--- src/rtl/ula_result_fifo_if.sv ---
// rtl/ula_result_fifo_if.sv - push/pop handshake bundle for the ULA result FIFO
interface ula_result_fifo_if #(
  parameter int DEPTH = 4
);
  localparam int AW = $clog2(DEPTH);

  logic        in_valid;
  logic        in_ready;
  logic [31:0] in_result;
  logic        in_v;
  logic        in_c;
  logic        in_n;
  logic        in_z;
  logic        out_valid;
  logic        out_ready;
  logic [31:0] out_result;
  logic [3:0]  out_flags;
  logic [AW:0] count;
  logic        sticky_clr;
  logic        sticky_v;
  logic        sticky_c;

  modport master (
    output in_valid, in_result, in_v, in_c, in_n, in_z, out_ready, sticky_clr,
    input  in_ready, out_valid, out_result, out_flags, count, sticky_v, sticky_c
  );

  modport slave (
    input  in_valid, in_result, in_v, in_c, in_n, in_z, out_ready, sticky_clr,
    output in_ready, out_valid, out_result, out_flags, count, sticky_v, sticky_c
  );
endinterface

--- src/rtl/ula_result_fifo.sv ---
// rtl/ula_result_fifo.sv - result/flag FIFO behind the 32-bit ULA; sticky v/c accumulator under ULA_STICKY_FLAGS_EN
module ula_result_fifo #(
  parameter int DEPTH = 4
) (
  input  logic              clk,
  input  logic              rst,
  ula_result_fifo_if.slave  bus
);
  localparam int AW = $clog2(DEPTH);

  logic [AW-1:0] wr_ptr_q, wr_ptr_d;
  logic [AW-1:0] rd_ptr_q, rd_ptr_d;
  logic [AW:0]   count_q, count_d;
  logic [35:0]   mem_q [DEPTH];
  logic [35:0]   mem_d [DEPTH];
  logic          push;
  logic          pop;

  // Ready depends only on occupancy, so a pop never opens a slot in the same cycle.
  assign bus.in_ready  = (count_q < (AW+1)'(DEPTH));
  assign bus.out_valid = (count_q != '0);
  assign push          = bus.in_valid && bus.in_ready;
  assign pop           = bus.out_valid && bus.out_ready;

  assign bus.out_result = mem_q[rd_ptr_q][35:4];
  assign bus.out_flags  = mem_q[rd_ptr_q][3:0];
  assign bus.count      = count_q;

  always_comb begin
    mem_d    = mem_q;
    wr_ptr_d = wr_ptr_q;
    rd_ptr_d = rd_ptr_q;
    count_d  = count_q;
    if (push) begin
      mem_d[wr_ptr_q] = {bus.in_result, bus.in_v, bus.in_c, bus.in_n, bus.in_z};
      wr_ptr_d        = wr_ptr_q + 1'b1;
    end
    if (pop) begin
      rd_ptr_d = rd_ptr_q + 1'b1;
    end
    case ({push, pop})
      2'b10:   count_d = count_q + 1'b1;
      2'b01:   count_d = count_q - 1'b1;
      default: count_d = count_q;
    endcase
  end

  always_ff @(posedge clk) begin
    if (rst) begin
      wr_ptr_q <= '0;
      rd_ptr_q <= '0;
      count_q  <= '0;
    end else begin
      wr_ptr_q <= wr_ptr_d;
      rd_ptr_q <= rd_ptr_d;
      count_q  <= count_d;
    end
  end

  // Storage is not reset; stale entries are unreachable once count is cleared.
  always_ff @(posedge clk) begin
    mem_q <= mem_d;
  end

`ifdef ULA_STICKY_FLAGS_EN
  logic sticky_v_q, sticky_v_d;
  logic sticky_c_q, sticky_c_d;

  always_comb begin
    sticky_v_d = sticky_v_q;
    sticky_c_d = sticky_c_q;
    if (bus.sticky_clr) begin
      sticky_v_d = push && bus.in_v;
      sticky_c_d = push && bus.in_c;
    end else if (push) begin
      sticky_v_d = sticky_v_q | bus.in_v;
      sticky_c_d = sticky_c_q | bus.in_c;
    end
  end

  always_ff @(posedge clk) begin
    if (rst) begin
      sticky_v_q <= 1'b0;
      sticky_c_q <= 1'b0;
    end else begin
      sticky_v_q <= sticky_v_d;
      sticky_c_q <= sticky_c_d;
    end
  end

  assign bus.sticky_v = sticky_v_q;
  assign bus.sticky_c = sticky_c_q;
`else
  logic unused_sticky_clr;
  assign unused_sticky_clr = bus.sticky_clr;
  assign bus.sticky_v      = 1'b0;
  assign bus.sticky_c      = 1'b0;
`endif
endmodule

--- src/flat_wrapper.sv ---
// flat-port wrapper written by rule: the top's interface ports become plain ports
module ula_result_fifo_flat 
#(
  parameter int DEPTH = 4
)
  (clk, rst, bus_in_valid, bus_in_result, bus_in_v, bus_in_c, bus_in_n, bus_in_z, bus_out_ready, bus_sticky_clr, bus_in_ready, bus_out_valid, bus_out_result, bus_out_flags, bus_count, bus_sticky_v, bus_sticky_c);
  ula_result_fifo_if #(.DEPTH(DEPTH)) bus_i ();
  input  logic clk;
  input  logic rst;
  input wire logic [$bits(bus_i.in_valid)-1:0] bus_in_valid;
  input wire logic [$bits(bus_i.in_result)-1:0] bus_in_result;
  input wire logic [$bits(bus_i.in_v)-1:0] bus_in_v;
  input wire logic [$bits(bus_i.in_c)-1:0] bus_in_c;
  input wire logic [$bits(bus_i.in_n)-1:0] bus_in_n;
  input wire logic [$bits(bus_i.in_z)-1:0] bus_in_z;
  input wire logic [$bits(bus_i.out_ready)-1:0] bus_out_ready;
  input wire logic [$bits(bus_i.sticky_clr)-1:0] bus_sticky_clr;
  output wire logic [$bits(bus_i.in_ready)-1:0] bus_in_ready;
  output wire logic [$bits(bus_i.out_valid)-1:0] bus_out_valid;
  output wire logic [$bits(bus_i.out_result)-1:0] bus_out_result;
  output wire logic [$bits(bus_i.out_flags)-1:0] bus_out_flags;
  output wire logic [$bits(bus_i.count)-1:0] bus_count;
  output wire logic [$bits(bus_i.sticky_v)-1:0] bus_sticky_v;
  output wire logic [$bits(bus_i.sticky_c)-1:0] bus_sticky_c;
  assign bus_i.in_valid = bus_in_valid;
  assign bus_i.in_result = bus_in_result;
  assign bus_i.in_v = bus_in_v;
  assign bus_i.in_c = bus_in_c;
  assign bus_i.in_n = bus_in_n;
  assign bus_i.in_z = bus_in_z;
  assign bus_i.out_ready = bus_out_ready;
  assign bus_i.sticky_clr = bus_sticky_clr;
  assign bus_in_ready = bus_i.in_ready;
  assign bus_out_valid = bus_i.out_valid;
  assign bus_out_result = bus_i.out_result;
  assign bus_out_flags = bus_i.out_flags;
  assign bus_count = bus_i.count;
  assign bus_sticky_v = bus_i.sticky_v;
  assign bus_sticky_c = bus_i.sticky_c;
  ula_result_fifo #(.DEPTH(DEPTH)) u_core (.clk(clk), .rst(rst), .bus(bus_i));
endmodule
--- config.mk ---
export PLATFORM = sky130hd
export DESIGN_NAME = ula_result_fifo_flat
export DESIGN_NICKNAME = d
export VERILOG_FILES = /design/src/rtl/ula_result_fifo_if.sv /design/src/rtl/ula_result_fifo.sv /design/src/flat_wrapper.sv
export SDC_FILE = /design/constraint.sdc
export NUM_CORES = 1
export LEC_CHECK = 0
export ABC_AREA = 1
export ABC_CLOCK_PERIOD_IN_PS = 5100
export CORE_MARGIN = 5
export CORE_UTILIZATION = 40
export CTS_CLUSTER_SIZE = 30
export DETAILED_ROUTE_END_ITERATION = 16
export SLEW_MARGIN = 20
export SYNTH_ARGS = -nofsm -noshare
export SYNTH_HDL_FRONTEND = slang
export SYNTH_SLANG_ARGS = --single-unit
--- constraint.sdc ---
create_clock -name clk -period 5.1 [get_ports clk]
set_input_delay 0.765 -clock clk [delete_from_list [all_inputs] [get_ports clk]]
set_output_delay 0.765 -clock clk [all_outputs]
set_load 0.05 [all_outputs]
==> impl_metrics.py <==
metrics = {
    "outcome": {
        "status": "finished, final reports clean",
    },
    "sta": {
        "slew_violations": 0,
        "rsz0062_at_grt": "no",
        "finalHoldViolations": 0,
        "timing.setup.tns_ns": 0,
        "clock.fmax_mhz": 272,
        "worst_clock_skew_ns": 0.00547,
        "period_share_pct": 72.0,
        "period_needed_ns": 3.67,
        "setup_viol": 0,
        "max-slew-margin-rel_pct": 40.7,
        "worstMarginPinSlew_ns": 0.890,
    },
    "logic_synthesis": {
        "synth.most_common_cell": "edfxtp_1",
        "yosys.area_share.simple_pct": 6.28,
        "yosysWarnings": 0,
        "synth_compound_area_share_pct": 10.9,
        "synth_xor_area_share_pct": 0,
        "synthTopCellsByCount": "edfxtp_1, nor2_1, o21ai_1",
        "yosysSeqAreaShare_pct": 77.0,
        "synth.avg_cell_area_um2": 14.1,
        "synth_async_sr_flop_share_pct": 0,
        "synth_top_family_by_area": "compound AO/OA/AOI/OAI gates",
        "ys.flop_type": "edfxtp_1",
        "synth_edf_count": 144,
        "synth_seq_cells": 151,
        "ys_types": 20,
        "synth_top_area_share_pct": 74.6,
        "synth_top_cell_by_area": "edfxtp_1",
        "synth_area_leaders": "edfxtp_1, nor2_1, o22ai_1",
        "synth_area_mm2": 0.00580,
        "synthCells": 411,
        "synthAdderAreaFrac_pct": 1.42,
        "muxShareOfSynthArea_pct": 0,
    },
    "setup_path": {
        "start_kind": "flip-flop",
        "worstPathMaxFanout": 41,
        "cp_data_arrival_time_ns": 2.91,
        "critPathKind": "flip-flop to primary output",
        "crit_path_end_kind": "primary output",
        "critPathRequiredTime_ns": 4.34,
        "worstPathCellList": "buf_4, o21ai_0, o22ai_1, clkdlybuf4s50_1",
        "reg2reg_from": "u_core.bus.count[2]",
        "critPathMaxStageDelay_ns": 0.91,
        "crit_start": "u_core.rd_ptr_q[0]",
        "cp_slowest_cell": "dfxtp_2",
        "ff2ff_path_depth": 4,
    },
    "run": {
        "drv_cap": 0,
    },
    "clock_network": {
        "clock_latency_ns": 0.41,
        "root_buffer": "clkbuf_16",
        "cts_hold_buf": 0,
        "clock_sinks": 151,
        "cts_tree": "done",
        "clockBufferDepth": 2,
        "h-tree-depth": 4,
        "numCtsBuffers": 17,
        "clkTransAtPathRegs_ns": 0.06,
        "post_cts_buffers": 0,
        "cts_resized": 0,
    },
    "grt": {
        "track_usage_pct": 15.0,
        "antenna_found_initial": 0,
        "grt_remaining_overflow": 0,
        "grt_pass1_vias": 3581,
        "grt_pass1_wl_um": 18900,
        "grt_max_degree": 74,
    },
    "worst_hold_path": {
        "hp-start": "u_core.wr_ptr_q[0]",
        "hold_depth": 2,
        "hp-class": "flip-flop to flip-flop",
    },
    "floorplan": {
        "fp.dieArea_mm2": 0.0170,
        "ios": 84,
        "die_x_um": 130,
        "rows": 44,
        "start_util_pct": 40.4,
        "die_h_um": 130,
        "coreArea_mm2": 0.0144,
    },
    "detailed_routing": {
        "remaining_drc_errors": 0,
        "drt-initial-drc-count": 210,
        "wl_per_cell_um": 17.3,
        "dr.pass1.iters": 4,
        "ant_nets": 0,
        "vias_per_cell": 5.07,
        "via_count": 3495,
        "drt-total-wl_um": 11900,
    },
    "place": {
        "dp_hpwl_um": 6870,
        "gp_congestion": 0.722,
        "port-buffer-count": 80,
        "dp.cells": 660,
    },
    "power": {
        "peakVddDrop_mv": 0.329,
        "pwr-share-seq_pct": 36.4,
        "p_clk_share_pct": 29.7,
        "internal_power_w": 0.00281,
        "switching_share_pct": 35.5,
        "p_sw_w": 0.00155,
        "pwr_density_cell_mw_per_mm2": 593,
        "p_leak_nw": 2.49,
        "pwr-share-comb_pct": 33.9,
    },
    "finish": {
        "multi_input_area_mm2": 0.00111,
        "seqCellArea_mm2": 0.00447,
        "final_nets": 542,
        "drive_gt1_share_pct": 7.91,
        "nFillCells": 1247,
        "antennaDiodeCount": 0,
        "post-route-util_pct": 51.2,
        "fin_cells": 690,
        "syn2layout_area_growth_pct": 26.8,
    },
}
layout make-up:
cell class / count / share of cell area (%)
sequential: 151 / 60.8
multi-input combinational: 221 / 15.2
timing repair buffer: 88 / 11.7
clock buffer: 19 / 5.89
tap: 184 / 3.13
clock inverter: 11 / 2.47
inverter: 16 / 0.885
flip-flops by register name, summed over array words and instances, names as in the netlist:
register	count
u_core.wr_ptr_q	2
u_core.bus.count	3
u_core.mem_q	144
u_core.rd_ptr_q	2
through the flow:
step / setup WS [ns] / cell area [µm²] / hold WS [ns] / total power (W)
floorplan: 1.92 / 5800 / 0.490 / 0.00263
global placement: 1.88 / 6740 / 0.508 / 0.00309
detailed placement: 1.85 / 6740 / 0.559 / 0.00310
CTS: 1.40 / 7350 / 0.568 / 0.00440
global route: 1.24 / 7350 / 0.591 / 0.00456
finish: 1.43 / 7350 / 0.567 / 0.00436
kinds of logic after synthesis:
| kind of cell | Yosys count |
|---|---|
| AOI/OAI and AO/OA | 117 |
| adders and majority gates | 6 |
| buffers and inverters | 40 |
| DFF | 151 |
| other | 1 |
| and+or+nand+nor | 96 |
critical path: cells and delay by family, from the launching register on:
family	cells	cell delay [ns]
AOI/OAI and AO/OA	2	0.35
buffers and inverters	2	1.22
DFF	1	0.91
power by group through the flow:
stage	logic, W	registers, W	clock network (W)
floorplan	0.00102	0.00161	0
global placement	0.00148	0.00160	0
detailed placement	0.00149	0.00161	0
CTS	0.00150	0.00159	0.00132
global route	0.00158	0.00160	0.00138
finish	0.00148	0.00159	0.00130
metal layers:
layer  wire length, µm  vias to the layer above  GRT usage [%]
met5                 0                        -              0
met4               149                        0           4.54
met3               829                       12           6.02
met2              5570                       94           23.9
met1              5380                     1706           19.1
li1                  -                     1683              -
path summary, 6_finish.rpt:
path / slack (ns) / to
max reg2reg: 2.85 / u_core.mem_q[7]
min reg2reg: 0.57 / u_core.wr_ptr_q[0]
min: 0.57 / u_core.wr_ptr_q[0]
max: 1.43 / bus_out_result[8]
layout by cell type, fill, tap and decap left out:
| master | n |
|---|---|
| inv_1 | 15 |
| nand2_1 | 12 |
| ha_1 | 5 |
| inv_6 | 1 |
| clkdlybuf4s50_1 | 80 |
| clkbuf_1 | 2 |
| o22ai_1 | 36 |
| o21ai_0 | 36 |
| clkinvlp_4 | 2 |
| a21oi_1 | 5 |
| dfxtp_1 | 5 |
| buf_4 | 8 |
| dfxtp_2 | 2 |
| clkinv_1 | 3 |
| edfxtp_1 | 144 |
| conb_1 | 2 |
| nor2_1 | 77 |
| bufinv_16 | 5 |
| nor2_4 | 4 |
| clkinv_2 | 1 |
| nand3_1 | 3 |
| o21ai_1 | 40 |
| clkbuf_16 | 17 |
| fa_1 | 1 |
(Power assumes the default switching activity.)
